===== config.mk =====
export PLATFORM = sky130hd
export DESIGN_NAME = dds_sweep_ctrl
export DESIGN_NICKNAME = d
export VERILOG_FILES = /design/src/rtl/dds_pkg.sv /design/src/rtl/dds_step_gen.sv /design/src/rtl/dds_sweep_ctrl.sv
export SDC_FILE = /design/constraint.sdc
export NUM_CORES = 1
export LEC_CHECK = 0
export CORE_UTILIZATION = 60
export CTS_BUF_LIST = sky130_fd_sc_hd__clkbuf_16
export DETAILED_ROUTE_END_ITERATION = 6
export PLACE_DENSITY = 0.85
export SLEW_MARGIN = 5
export SYNTH_ARGS = -nofsm -noshare
export SYNTH_HDL_FRONTEND = slang
export SYNTH_SLANG_ARGS = --single-unit

===== constraint.sdc =====
create_clock -name I_clk -period 12.5 [get_ports I_clk]
set_clock_uncertainty 0.2 [all_clocks]
set_input_delay 1.25 -clock I_clk [delete_from_list [all_inputs] [get_ports I_clk]]
set_output_delay 1.25 -clock I_clk [all_outputs]
set_load 0.1 [all_outputs]

===== src/rtl/dds_pkg.sv =====
// Shared constants and types for the DDS sweep controller and the CORDIC DDS core.
package dds_pkg;

    localparam int QUAN_BIT = 14;
    localparam int MAX_INC  = 2047;

    typedef enum logic [1:0] {
        ST_IDLE  = 2'd0,
        ST_LOAD  = 2'd1,
        ST_DWELL = 2'd2,
        ST_DONE  = 2'd3
    } state_t;

    localparam logic DIR_UP = 1'b0;
    localparam logic DIR_DN = 1'b1;

endpackage


===== src/rtl/dds_step_gen.sv =====
// Next phase-increment for a linear sweep, clamped so it never passes the stop value.
module dds_step_gen #(
    parameter int W = 14
) (
    input  logic [W-1:0] cur,
    input  logic [W-1:0] stop,
    input  logic [W-1:0] delta,
    input  logic         dir,
    output logic [W-1:0] next,
    output logic         last
);
    import dds_pkg::*;

    logic [W:0] cur_x;
    logic [W:0] stop_x;
    logic [W:0] delta_x;
    logic [W:0] up_sum;
    logic [W:0] dn_floor;

    // One extra bit keeps cur+delta and stop+delta from wrapping.
    always_comb begin
        cur_x    = {1'b0, cur};
        stop_x   = {1'b0, stop};
        delta_x  = {1'b0, delta};
        up_sum   = cur_x + delta_x;
        dn_floor = stop_x + delta_x;
        next     = cur;
        if (dir == DIR_UP) begin
            if (up_sum >= stop_x) next = stop;
            else                  next = up_sum[W-1:0];
        end else begin
            if (cur_x <= dn_floor) next = stop;
            else                   next = cur - delta;
        end
        // A zero step can never reach stop, so it ends the sweep after one value.
        last = (cur == stop) || (delta == '0);
    end

endmodule


===== src/rtl/dds_sweep_ctrl.sv =====
// Linear phase-increment sweep sequencer feeding the CORDIC DDS core.
// Define SWEEP_LOOP_EN to restart from the start increment instead of finishing.
//
// state    | meaning
// ---------+-----------------------------------------------------------
// ST_IDLE  | waiting for I_start; outputs hold last increment/phase
// ST_LOAD  | change-phase pulse, start increment applied, first dwell cycle
// ST_DWELL | holding the current increment until the dwell counter expires
// ST_DONE  | one-cycle O_done pulse, then back to idle
module dds_sweep_ctrl #(
    parameter int QUAN_BIT = dds_pkg::QUAN_BIT,
    parameter int DWELL_W  = 16,
    parameter int IDX_W    = 12,
    parameter int MAX_INC  = dds_pkg::MAX_INC
) (
    input  logic                I_clk,
    input  logic                I_rst,
    input  logic                I_start,
    input  logic                I_abort,
    input  logic [QUAN_BIT-1:0] I_init_phase,
    input  logic [QUAN_BIT-1:0] I_start_inc,
    input  logic [QUAN_BIT-1:0] I_stop_inc,
    input  logic [QUAN_BIT-1:0] I_delta_inc,
    input  logic [DWELL_W-1:0]  I_dwell,
    output logic [QUAN_BIT-1:0] O_init_phase,
    output logic                O_change_phase,
    output logic [QUAN_BIT-1:0] O_inc_phase,
    output logic                O_busy,
    output logic                O_done,
    output logic [IDX_W-1:0]    O_step_idx
);
    import dds_pkg::*;

    localparam logic [QUAN_BIT-1:0] MAX_INC_W = QUAN_BIT'(MAX_INC);

    state_t               state;
    logic [QUAN_BIT-1:0]  stop_q;
    logic [QUAN_BIT-1:0]  delta_q;
    logic [QUAN_BIT-1:0]  inc_q;
    logic [QUAN_BIT-1:0]  init_q;
    logic                 dir_q;
    logic [DWELL_W-1:0]   dwell_rld_q;
    logic [DWELL_W-1:0]   dwell_cnt_q;
    logic [IDX_W-1:0]     idx_q;
    logic                 busy_q;
    logic                 done_q;
    logic                 change_q;
`ifdef SWEEP_LOOP_EN
    logic [QUAN_BIT-1:0]  start_q;
`endif

    logic [QUAN_BIT-1:0]  start_sat;
    logic [QUAN_BIT-1:0]  stop_sat;
    logic [DWELL_W-1:0]   dwell_m1;
    logic [QUAN_BIT-1:0]  step_next;
    logic                 step_last;

    always_comb begin
        start_sat = (I_start_inc > MAX_INC_W) ? MAX_INC_W : I_start_inc;
        stop_sat  = (I_stop_inc  > MAX_INC_W) ? MAX_INC_W : I_stop_inc;
        // Dwell counter runs D-1 down to 0; a dwell of 0 behaves like 1.
        dwell_m1  = (I_dwell == '0) ? '0 : I_dwell - 1'b1;
    end

    dds_step_gen #(
        .W (QUAN_BIT)
    ) u_step_gen (
        .cur   (inc_q),
        .stop  (stop_q),
        .delta (delta_q),
        .dir   (dir_q),
        .next  (step_next),
        .last  (step_last)
    );

    always_ff @(posedge I_clk) begin
        if (I_rst) begin
            state       <= ST_IDLE;
            stop_q      <= '0;
            delta_q     <= '0;
            inc_q       <= '0;
            init_q      <= '0;
            dir_q       <= DIR_UP;
            dwell_rld_q <= '0;
            dwell_cnt_q <= '0;
            idx_q       <= '0;
            busy_q      <= 1'b0;
            done_q      <= 1'b0;
            change_q    <= 1'b0;
`ifdef SWEEP_LOOP_EN
            start_q     <= '0;
`endif
        end else begin
            change_q <= 1'b0;
            done_q   <= 1'b0;
            case (state)
                ST_IDLE: begin
                    if (I_start && !I_abort) begin
                        stop_q      <= stop_sat;
                        delta_q     <= I_delta_inc;
                        dir_q       <= (stop_sat >= start_sat) ? DIR_UP : DIR_DN;
                        dwell_rld_q <= dwell_m1;
                        dwell_cnt_q <= dwell_m1;
                        init_q      <= I_init_phase;
                        inc_q       <= start_sat;
                        idx_q       <= '0;
                        busy_q      <= 1'b1;
                        change_q    <= 1'b1;
`ifdef SWEEP_LOOP_EN
                        start_q     <= start_sat;
`endif
                        state       <= ST_LOAD;
                    end
                end
                ST_LOAD, ST_DWELL: begin
                    if (I_abort) begin
                        busy_q <= 1'b0;
                        state  <= ST_IDLE;
                    end else if (dwell_cnt_q == '0) begin
                        if (step_last) begin
`ifdef SWEEP_LOOP_EN
                            inc_q       <= start_q;
                            idx_q       <= '0;
                            change_q    <= 1'b1;
                            done_q      <= 1'b1;
                            dwell_cnt_q <= dwell_rld_q;
                            state       <= ST_LOAD;
`else
                            busy_q <= 1'b0;
                            done_q <= 1'b1;
                            state  <= ST_DONE;
`endif
                        end else begin
                            inc_q       <= step_next;
                            dwell_cnt_q <= dwell_rld_q;
                            if (idx_q != '1) idx_q <= idx_q + 1'b1;
                            state       <= ST_DWELL;
                        end
                    end else begin
                        dwell_cnt_q <= dwell_cnt_q - 1'b1;
                        state       <= ST_DWELL;
                    end
                end
                ST_DONE: begin
                    busy_q <= 1'b0;
                    state  <= ST_IDLE;
                end
                default: state <= ST_IDLE;
            endcase
        end
    end

    assign O_init_phase   = init_q;
    assign O_change_phase = change_q;
    assign O_inc_phase    = inc_q;
    assign O_busy         = busy_q;
    assign O_done         = done_q;
    assign O_step_idx     = idx_q;

endmodule


======== Word-level counts from Yosys, hierarchy flattened ========
Index checks and enable logic that the tools add are counted.
Widths: inputs -> output; s select.
operators by class
  add/sub/neg operators ................... 6
  order comparisons ....................... 5
  eq/ne operators ......................... 13
  muxes and demuxes ....................... 35
  bitwise logic cells ..................... 3
  reductions and logical operators ........ 16
operators with widths
  cell                   count
  $mux 14                9
  $mux 16                5
  $mux 12                5
  $logic_not 16->1       2
  $pmux 16 s2            1
  $sub 16x1->16 const B  2
  $add 14x14->15         2
  $gt 14x11->1 const B   2
  $pmux 14 s2            1
  $pmux 12 s2            1
  $ge 15x14->1           1
  $le 14x15->1           1
  $eq 14x14->1           1
  $ge 14x14->1           1
  $logic_not 14->1       1
  $sub 14x14->14         1
  $add 12x1->12 const B  1
  $ne 12x12->1 const B   1
  $ne 2x2->1 const B     5
  $ne 3x3->1 const B     3
  $mux 1                 8
  $mux 2                 3
  $pmux 2 s3             1
  $reduce_and 6->1       1
  other kinds (15)       19
storage, ports and cells
  flip-flop bits (word level) ............. 106
  logic and storage cells ................. 90

======== Longest topological paths before layout ========
  depth after elaboration ................. 8
  depth in mapped cells ................... 22
  depth with buffers taken out ............ 20

======== Cells and area by module ========
A second synthesis with hierarchy kept.
second synthesis, totals
  cells, all modules ...................... 1112
  area, all modules ....................... 8495.6 um^2
modules (own cells, without submodules)
  module          times used  cells each  area an instance (um^2)
  dds_sweep_ctrl  1           705         5462.7
  dds_step_gen    1           407         3032.9

======== Worst setup path before layout ========
Ideal clock, no wire load.
  path kind ............................... register to register
  start ................................... register inc_q[1] (netlist: O_inc_phase[1])
  end ..................................... register inc_q[10] (netlist: O_inc_phase[10])
  library setup time ...................... 0.088 ns
  arrival time ............................ 5.216 ns
  data required time ...................... 12.212 ns
  slack ................................... 6.996 ns
  stages on the path, launching flop included .. 18
  buffers on the path ..................... 1
  cell sequence ........................... dfxtp_1 inv_1 fa_1 nor2_1 o311a_1 o221ai_1 a221oi_1 nor4_1 a211o_1 ha_1 a21o_1 a2111oi_0 o41ai_1 or4_4 buf_6 and2_4 a211o_1 a311oi_2
on the way
  word-level cells in the longest chain between the ends .. 8
RTL lines
  element                 RTL line               source
  from (decl)             dds_sweep_ctrl.sv:39   logic [QUAN_BIT-1:0] inc_q;
  from (signal assigned)  dds_sweep_ctrl.sv:105  inc_q <= start_sat;
  from (signal assigned)  dds_sweep_ctrl.sv:134  inc_q <= step_next;
  $add 14x14->15          dds_step_gen.sv:25     up_sum = cur_x + delta_x;
  $ge 15x14->1            dds_step_gen.sv:29     if (up_sum >= stop_x) next = stop;
  $mux 14                 dds_step_gen.sv:29
  $mux 14                 dds_step_gen.sv:28     if (dir == DIR_UP) begin
  $mux 14                 dds_sweep_ctrl.sv:120  if (step_last) begin
  $mux 14                 dds_sweep_ctrl.sv:119  end else if (dwell_cnt_q == '0) begin
  $mux 14                 dds_sweep_ctrl.sv:116  if (I_abort) begin
  $pmux 14 s2             dds_sweep_ctrl.sv:96   case (state)
Parallel ways exist; a longest one is shown, timed or not. The select of a mux whose other input is x is not followed.
A chain may end at the register's enable or synchronous reset.

======== Worst setup path after layout ========
  start ................................... register inc_q[1] (netlist: O_inc_phase[1])
  end ..................................... register inc_q[7] (netlist: O_inc_phase[7])
The elaborated chain is that of the path after synthesis.

==> summary.md <==
| Metric | Value |
|---|---|
| PwrDens | 167.7 nW/µm² |
| Place WS | 7.285 ns |
| 1st-iter DRT viols | 666 |
| Die area | 14120 µm² |
| Compound-cell area share of the yosys netlist | 0.2294 |
| Relative slew margins | 0.2596 |
| DRC viols | 0 |
| Commonest non-fill, non-tap cell in the layout | nand2_1 |
| Total power | 1633 µW |
| RSZ-0062 raised after global routing | false |
| Mapped cell area | 8187 µm² |
| Most frequent cells in the layout | 122 x nand2_1, 117 x nor2_1, 117 x clkdlybuf4s50_1 |
| IO Port Bufs | 118 |
| FILL cells | 1090 |
| Slew Limit Fails | 0 |
| WL/cell | 17.15 µm |
| Hold crit path type | reg2reg |
| #FFs+latches synth | 106 |
| Core box area | 13300 µm² |
| Drt via density | 6.076 |
| Area of the multi-input gates | 5663 µm² |
| Synth Area in XOR/XNOR | 0.06312 |
| Number of cell rows | 42 |
| Initial antenna violation count | 0 |
| Endpoints failing hold | 0 |
| Hold buffer count at cts | 0 |
| # diodes | 0 |
| Reg-to-reg slack, setup | 7.25 ns |
| RR Endpoint | O_inc_phase[7] |
| Post-synthesis adder-cell area fraction | 0.1418 |
| Dpl cells | 1345 |
| Worst Path Max Fanout | 17 |
| Clk slew on worst S/H paths | 0.08 ns |
| TritonRoute pass-1 iters | 5 |
| Cell-internal power | 856.3 µW |
| CP arrival | 5.32 ns |
| Total of max-cap violations | 0 |
| Status | finished clean |
| Die X | 118.8 µm |
| Met1 Wirelength | 10310 µm |
| Routed wl met3 | 1978 µm |
| Critical Path RT | 12.57 ns |
| Setup tns final | 0 ns |
| Dpl hpwl | 17480 µm |
| Hold-critical path depth | 2 |
| Power share of the sequential group | 0.265 |
| Period utilization | 0.4197 |
| RePlAce Congestion | 0.9063 |
| Worst skew pair latency | 0.36 ns |
| Fin area | 9737 µm² |
| Post-Syn Instances | 1093 |
| Sw frac | 0.4757 |
| Hold Path Origin | O_init_phase[8] |
| Clock Power Share | 0.180 |
| Metal2 WL | 10560 µm |
| NumNets Final | 1347 |
| P_leak | 0.003841 µW |
| Startpoint types | flop |
| H-tree depth | 3 |
| Maximum vdd drop | 0.1042 mV |
| Post-CTS setup buffer count | 0 |
| Layout area overhead | 18.94% |
| Seq/Total Area, Yosys | 0.2592 |
| GRT Residual Overflow | 0 |
| Max layer used | met4 |
| Pin count of the biggest net entering global routing | 70 |
| Drt total wl | 23330 µm |
| Global-route wire length before repair | 37560 µm |
| Post-synthesis mux area share | 0.005044 |
| Die Y-Extent | 118.8 µm |
| Main synth FF type | dfxtp_1 |
| Unique masters post-synth | 72 |
| Worst-margin pin slew | 1.102 ns |
| Logic pwr share | 0.555 |
| Reg area | 2122 µm² |
| Layout cells sized above 1 | 0.03463 |
| Number of buffers created by CTS | 9 |
| Worst Setup Slack, final | 7.254 ns |
| Number of flops mapped to enable cells by yosys | 0 |
| Post-route ant nets | 0 |
| Critical Path End Type | flop |
| Post-Synth Simple-Gate Area | 0.2484 |
| Fraction of registers with async set/reset | 0 |
| Final Instance Count excl. Fillers | 1360 |
| Worst reg2reg path depth | 16 |
| Via count | 8264 |
| # setup viols final | 0 |
| CTS Buffer Depth | 2 |
| Yosys Warn Count | 0 |
| PostCTS Resize Cnt | 0 |
| Total GRT Usage | 0.3305 |
| Vias in the first global route | 7556 |
| Fmax | 190.6 MHz |
| Placed cell areas | 9447 µm² |
| Worst R2R Start | O_inc_phase[1] |
| Initial core utilization | 0.6158 |
| Clk sink count | 106 |
| Min Tclk post-route | 5.246 ns |
| Combinational family with the most area after synthesis | simple AND/OR/NAND/NOR gates |
| Net Switching | 776.9 µW |
| CTS tree | yes |
| Io pins | 119 |
| Crit path kind | reg2reg |
| Average cell area after synthesis | 7.490 µm² |
| Clk root buf | clkbuf_16 |
| WHS Endpoint | O_init_phase[8] |
through the flow:
stage                       util  hold slack, ns
after CTS                 0.7324          0.2546
after detailed placement  0.7105          0.2457
after global placement    0.7105          0.2409
after global routing      0.7324          0.2707
final                     0.7324          0.2552
after floorplan                -          0.2365
synthesized netlist by cell type, types with 5 or more instances:
library cell,count,area (µm²)
clkbuf_1,42,157.7
o31ai_1,7,52.55
xor2_1,34,297.8
a21o_1,9,67.56
dfxtp_1,106,2122
a311oi_1,6,52.55
a211oi_1,20,150.1
o21ai_1,11,55.05
nor2b_1,16,100.1
ha_1,88,1101
and3_1,5,31.28
nand2_1,123,461.7
o22ai_1,11,68.82
or3_1,16,100.1
inv_1,57,214.0
buf_2,5,25.02
nor4_1,19,118.9
nor2_1,118,442.9
nand2b_1,25,156.4
o21ai_0,47,235.2
a21oi_1,105,525.5
o21a_1,8,60.06
nand4_1,12,75.07
o221ai_1,6,52.55
o211ai_1,21,157.7
nor3_1,38,190.2
xnor2_1,25,219.0
nand3_1,27,135.1
power groups by stage:
stage	Clock, µW	Sequential, µW	Combinational [µW]
after global routing	309	438	982
after CTS	296	430	892
after detailed placement	0	438	884
final	294	433	906
after global placement	0	436	874
after floorplan	0	529	575
area by class of cell:
cell class	instances	share of cell area
Tap cell	176	0.02262
Timing Repair Buffer	124	0.1257
Inverter	58	0.02236
Multi-Input combinational cell	881	0.5816
Sequential cell	106	0.2179
Clock buffer	9	0.02313
Clock inverter	6	0.006682
flip-flops by register name, indices dropped and copies added (netlist names):
name            cells
dwell_cnt_q        16
stop_q             14
dwell_rld_q        16
dir_q               1
O_done              1
O_change_phase      1
delta_q            14
O_inc_phase        14
O_init_phase       14
O_busy              1
O_step_idx         12
state               2
cells by family (layout without fill, tap and decap cells):
| kind of cell | Yosys count | in the layout |
|---|---|---|
| AO/OA/AOI/OAI | 295 | 295 |
| XOR/XNOR | 59 | 59 |
| adder cells (fa/ha/maj) | 91 | 91 |
| buffers and inverters | 110 | 197 |
| flip-flops | 106 | 106 |
| multiplexers | 4 | 4 |
| other | 2 | 6 |
| AND/OR/NAND/NOR | 426 | 426 |
worst max-delay path, cell delays in order (launching register included):
cell and delay (ns):
dfxtp_1 0.50, inv_1 0.15, fa_1 0.48, nor2_1 0.15, o311a_1 0.21, o221ai_1 0.14
a221oi_1 0.46, nor4_1 0.08, a211o_1 0.31, ha_1 0.29, a21o_1 0.17, a2111oi_0 0.40
o41ai_1 0.16, or4_4 0.63, and2_4 0.24, a211o_1 0.32, a311oi_2 0.24
worst max-delay path by stage:
| stage | start | to | cells after the start |
|---|---|---|---|
| after global placement | delta_q[0] | O_inc_phase[10] | 17 |
| final | O_inc_phase[1] | O_inc_phase[7] | 16 |
| after floorplan | O_inc_phase[1] | O_inc_phase[10] | 17 |
| after detailed placement | O_inc_phase[1] | O_inc_phase[7] | 16 |
| after CTS | O_inc_phase[1] | O_inc_phase[7] | 16 |
| after global routing | O_inc_phase[1] | O_inc_phase[7] | 16 |
layer usage:
metal,global-route usage,vias up
met5,0,-
met4,0.09652,0
met3,0.05316,39
met2,0.5318,340
met1,0.4546,3812
li1,-,4073
Power figures use the tool's default switching activity.
==> edit 1 (same settings) <==
Build with the macro `SWEEP_LOOP_EN` defined.
--- a/src/rtl/dds_sweep_ctrl.sv
+++ b/src/rtl/dds_sweep_ctrl.sv
@@ -7,6 +7,8 @@
 // ST_LOAD  | change-phase pulse, start increment applied, first dwell cycle
 // ST_DWELL | holding the current increment until the dwell counter expires
 // ST_DONE  | one-cycle O_done pulse, then back to idle
+`define SWEEP_LOOP_EN
+
 module dds_sweep_ctrl #(
     parameter int QUAN_BIT = dds_pkg::QUAN_BIT,
     parameter int DWELL_W  = 16,
Behaviour: not the same (a bounded check fails within 4 cycles, from zero or initial values and one cycle with I_rst high).
==> edit 1 against the original RTL <==
  * Clock power rose by 76%
  * Power fell by 6.1%
  * Final area rose by 11%
  * First-iteration DRC count rose by 3.8%
  * Highest routed layer unchanged
  * Worst setup slack improved by 210 ps
  * Routed wire length rose by 15%
  * Area after synthesis rose by 9.8%
  * Largest power group unchanged
  * Sequential cell count rose by 14
==> edit 1: results (changes against the original RTL) <==
- Initial antenna violation count: 0 (unchanged)
- CTS Buffer Depth: 2 (unchanged)
- Reg2reg path depth: 17 (+1)
- R2R Path End: O_inc_phase[6]
- Setup Slack @ Placement: 7606 ps (+321.6 ps)
- Reg2Reg Launch Point: O_inc_phase[1]
- Worst hold path endpoint: O_init_phase[13]
- DRT iter0 DRCs: 691 (+3.8%)
- Vias in the first global route: 8714 (+15%)
- Syn avg cell area: 7.775 um^2 (+3.8%)
- Worst hold start: O_init_phase[13]
- Proportion of layout cells with a drive suffix above 1: 0.06523 (+0.03061)
- All-Layer GR Usage: 0.3469 (+0.01633)
- HPWL Detailed: 19590 um (+12%)
- Delay-heaviest family, CP: compound AO/OA/AOI/OAI gates
- Sequential-to-total area share from yosys stat: 0.2673 (+0.008089)
- Clk pin slew, worst setup/hold paths: 60 ps (-20 ps)
- Arrival time worst endpoint: 5120 ps (-200 ps)
- Largest net degree at the start of global routing: 84 (+20%)
- Final GP Congestion: 1.010 (+11%)
- Ys Warns: 0 (unchanged)
- Post-synth top cells: 138 x nand2_1, 120 x dfxtp_1, 110 x nor2_1
- DR WL/cell: 18.56 um (+8.2%)
- CTS buffer count: 17 (+8)
- First-pass GRT wire length: 43540 um (+16%)
- Worst-Margin Slew: 1081 ps (-21.08 ps)
- Vias per cell: 6.255 (+2.9%)
- Pleak: 4.104 nW (+6.8%)
- Flop2flop setup slack: 7460 ps (+210 ps)
- Clk_lat worst skew: 430 ps (+70 ps)
- Setup bufs post-CTS: 0 (unchanged)
- Nets: 1412 (+4.8%)
- Slowest stage delay, CP: 500 ps (-130 ps)
- WS Path Type: reg -> reg
- CTS H-tree lvls: 4 (+1)
- FMAX: 198.6 MHz (+4.2%)
- Count of cell types in the netlist: 77 (+6.9%)
- Status: completed
- PostCTS Resize Cnt: 0 (unchanged)
- CP max stage cell: a21oi_1
- Top post-synthesis cells by area: dfxtp_1 27%, ha_1 12%, nand2_1 5.8%
- CP Max Fanout: 7 (-10)
- Worst vdd ir: 101.8 uV (-2.3%)
- Post-Layout Cell Count: 1441 (+6.0%)
-- edit 1: cell types whose count changed after synthesis, moves of 7 or more --
cell / change
a211oi_1: +17
a21oi_1: -7
a31oi_1: +8
and3_1: +7
dfxtp_1: +14
nand2_1: +15
nand3_1: -8
nor2_1: -8
nor4_1: -9
o21ai_0: -8
o21ai_1: -9
xnor2_1: +18
xor2_1: -11
-- edit 1: logic make-up after synthesis --
family,after synthesis,synth area share
AOI/OAI and AO/OA,324,0.2461
other,2,0.0008356
buffers and inverters,114,0.05151
adders and majority gates,92,0.1306
muxes,7,0.007936
and+or+nand+nor,431,0.2314
DFF,120,0.2673
xor gates and xnor gates,66,0.06432
-- edit 1: metrics by stage --
step / total power [mW] / hold WS [ps] / util / area (um^2)
floorplan: 0.8603 / 229.6 / - / 9002
global placement: 1.005 / 240.9 / 0.7005 / 10220
detailed placement: 1.009 / 246.0 / 0.7005 / 10220
CTS: 1.526 / 254.5 / 0.7426 / 10830
global route: 1.602 / 270.3 / 0.7426 / 10830
finish: 1.534 / 252.8 / 0.7426 / 10830
-- edit 1: area by class of cell --
type	instances	area, um^2
Clock buffer	17	425.4
Clock inverter	15	188.9
Inverter	54	202.7
Fill cell	1122	3755
Tap cell	184	230.2
Timing Repair Buffer	125	1231
Multi-Input combinational cell	926	6153
Sequential cell	120	2402
-- edit 1: report_power, final --
group	switching, mW	leakage [nW]	internal (mW)	total (mW)
Combinational	0.358	2.82	0.208	0.566
Clock	0.200	0.301	0.318	0.518
Sequential	0.0401	0.980	0.410	0.450
Total	0.598	4.10	0.936	1.53
-- edit 1: routing by layer --
layer	wire length, um	track usage	up-vias
met3	1979	0.07388	84
li1	-	-	4326
met1	10880	0.4161	4244
met5	0	0	-
met2	12660	0.5827	359
met4	1219	0.1765	0
==> edit 2 (same flow settings) <==
Without the edit above. Register the input `I_start_inc` before use, with the module's reset. The logic sees it one clock later. The other inputs are not delayed to match.
--- a/src/rtl/dds_sweep_ctrl.sv
+++ b/src/rtl/dds_sweep_ctrl.sv
@@ -33,6 +33,16 @@
 
     localparam logic [QUAN_BIT-1:0] MAX_INC_W = QUAN_BIT'(MAX_INC);
 
+    logic [QUAN_BIT-1:0] I_start_inc_q;
+
+    always_ff @(posedge I_clk) begin
+        if (I_rst) begin
+            I_start_inc_q <= '0;
+        end else begin
+            I_start_inc_q <= I_start_inc;
+        end
+    end
+
     state_t               state;
     logic [QUAN_BIT-1:0]  stop_q;
     logic [QUAN_BIT-1:0]  delta_q;
@@ -56,7 +66,7 @@
     logic                 step_last;
 
     always_comb begin
-        start_sat = (I_start_inc > MAX_INC_W) ? MAX_INC_W : I_start_inc;
+        start_sat = (I_start_inc_q > MAX_INC_W) ? MAX_INC_W : I_start_inc_q;
         stop_sat  = (I_stop_inc  > MAX_INC_W) ? MAX_INC_W : I_stop_inc;
         // Dwell counter runs D-1 down to 0; a dwell of 0 behaves like 1.
         dwell_m1  = (I_dwell == '0) ? '0 : I_dwell - 1'b1;
Behaviour: not the same (Yosys sat finds a counterexample within 4 cycles, from zero or initial values and one cycle with I_rst high).
==> edit 2 against the original RTL <==
  * Non-clock buffer count did not move
  * Worst setup slack got worse by 390 ps
  * Sequential share of layout area up 0.95 points
  * Core utilization is 2.0 points higher
  * Sequential cell count rose by 14
  * Area after synthesis rose by 6.4%
  * Sequential power increased by 11%
  * Via count up 6.2%
  * Routed wire length is 6.8% higher
  * Power rose by 13%
  * Final area is 8.5% higher
  * Largest power group unchanged
  * Highest routed layer unchanged
==> edit 2: results (changes against the original RTL) <==
- Largest regs: dwell_cnt_q (16), dwell_rld_q (16)
- Top post-synthesis cells by area: dfxtp_1 28%, ha_1 13%, a21oi_1 6.5%
- Sequential-to-total area share from yosys stat: 0.2757 (+0.01646)
- HPWL Detailed: 18230 um (+4.3%)
- CP max stage cell: a2111oi_0
- Initial antenna violation count: 0 (unchanged)
- Delay-heaviest family, CP: compound AO/OA/AOI/OAI gates
- Clk_lat worst skew: 430 ps (+70 ps)
- Nets: 1407 (+4.5%)
- Count of cell types in the netlist: 77 (+6.9%)
- PostCTS Resize Cnt: 0 (unchanged)
- DRT iter0 DRCs: 602 (-9.6%)
- Pleak: 4.063 nW (+5.8%)
- Vias in the first global route: 8277 (+9.5%)
- DR WL/cell: 17.39 um (+1.4%)
- CP Max Fanout: 11 (-6)
- Reg2Reg Launch Point: delta_q[1]
- Initial DRT Pass Iterations: 5 (unchanged)
- Startpoint Class: flip-flop
- Largest net degree at the start of global routing: 87 (+24%)
- Clk pin slew, worst setup/hold paths: 60 ps (-20 ps)
- Proportion of layout cells with a drive suffix above 1: 0.04393 (+0.009301)
- Vias per cell: 6.131 (+0.90%)
- Clk root buf: clkbuf_16
- Flop2flop setup slack: 6870 ps (-390 ps)
- Hold crit path type: reg -> reg
- CTS H-tree lvls: 4 (+1)
- All-Layer GR Usage: 0.3419 (+0.01137)
- Final GP Congestion: 0.9754 (+7.6%)
- PortBufs: 118 (unchanged)
- Synth async-reset ratio: 0 (unchanged)
- CTS Buffer Depth: 2 (unchanged)
- Antenna diodes: 0 (unchanged)
- Synth Flop Type: dfxtp_1
- Fillcell total: 1082 (-0.73%)
- Worst vdd ir: 132.0 uV (+27%)
- Ys Warns: 0 (unchanged)
- Crit path to: O_inc_phase[1]
- Setup bufs post-CTS: 0 (unchanged)
- First-pass GRT wire length: 40040 um (+6.6%)
- Post-synth top cells: 140 x nand2_1, 126 x nor2_1, 120 x dfxtp_1
- Worst-Margin Slew: 1200 ps (+98.19 ps)
- Slowest stage delay, CP: 760 ps (+130 ps)
- Reg2reg path depth: 18 (+2)
- Arrival time worst endpoint: 5700 ps (+380 ps)
- Status: completed
- CTS buffer count: 17 (+8)
## edit 2: cell types whose count changed after synthesis, sizes merged, moves of 9 or more
cell	unedited run	this run
nand2	123	140
dfxtp	106	120
xor2	34	22
xnor2	25	36
a21oi	105	114
nand3	27	18
## edit 2: layout make-up
type / instances / share of cell area
Clock buffer: 17 / 0.04028
Clock inverter: 14 / 0.01623
Inverter: 62 / 0.02204
Multi-Input combinational cell: 915 / 0.5568
Sequential cell: 120 / 0.2275
Tap cell: 180 / 0.02132
Timing Repair Buffer: 124 / 0.1159
## edit 2: stage by stage
step / instances / setup WS, ps / area [um^2] / hold slack (ps)
after global routing: 1432 / 6354 / 10560 / 267.9
final: 1432 / 6865 / 10560 / 252.3
after global placement: 1401 / 7178 / 9965 / 242.4
after floorplan: 1151 / 7391 / 8730 / 236.5
after CTS: 1432 / 6957 / 10560 / 255.2
after detailed placement: 1401 / 7020 / 9965 / 248.1
## edit 2: worst min path at each step
stage | startpoint | endpoint | slack (ps) | cells past startpoint
4_1_cts | O_init_phase[12] | O_init_phase[12] | 260 | 2
6_report | O_init_phase[4] | O_init_phase[4] | 250 | 2
3_3_place_gp | O_init_phase[7] | O_init_phase[7] | 240 | 2
3_5_place_dp | O_init_phase[7] | O_init_phase[7] | 250 | 2
5_1_grt | dwell_rld_q[9] | dwell_rld_q[9] | 270 | 2
2_1_floorplan | dwell_rld_q[11] | dwell_rld_q[11] | 240 | 2
## edit 2: logic make-up after synthesis
group           count (synthesis)  synth area share
fa+ha+maj                      91            0.1332
flops                         120            0.2757
other cells                     2         0.0008618
mux                             7          0.008184
xor+xnor                       58           0.05829
simple gates                  443            0.2441
buf+inv                       116           0.05169
compound gates                310            0.2280
## edit 2: tightest hold or removal path, stage by stage, from the launching register on
cell,delay [ps]
dfxtp_1,310
nand2_1,50
a21oi_1,50
## edit 2: metal layers
metal  up-vias  share of wire  global-route usage
met5         -              0                   0
met4         0          0.042              0.1700
met1      4055           0.41              0.4031
li1       4265              -                   -
met2       373           0.49              0.5892
met3        87          0.059             0.06691
## edit 2: report_power, final
part	leakage [nW]	total, mW	internal [mW]	switching [mW]
Combinational	2.80	0.864	0.305	0.559
Clock	0.278	0.506	0.313	0.193
Sequential	0.981	0.479	0.422	0.0566
Total	4.06	1.85	1.04	0.808
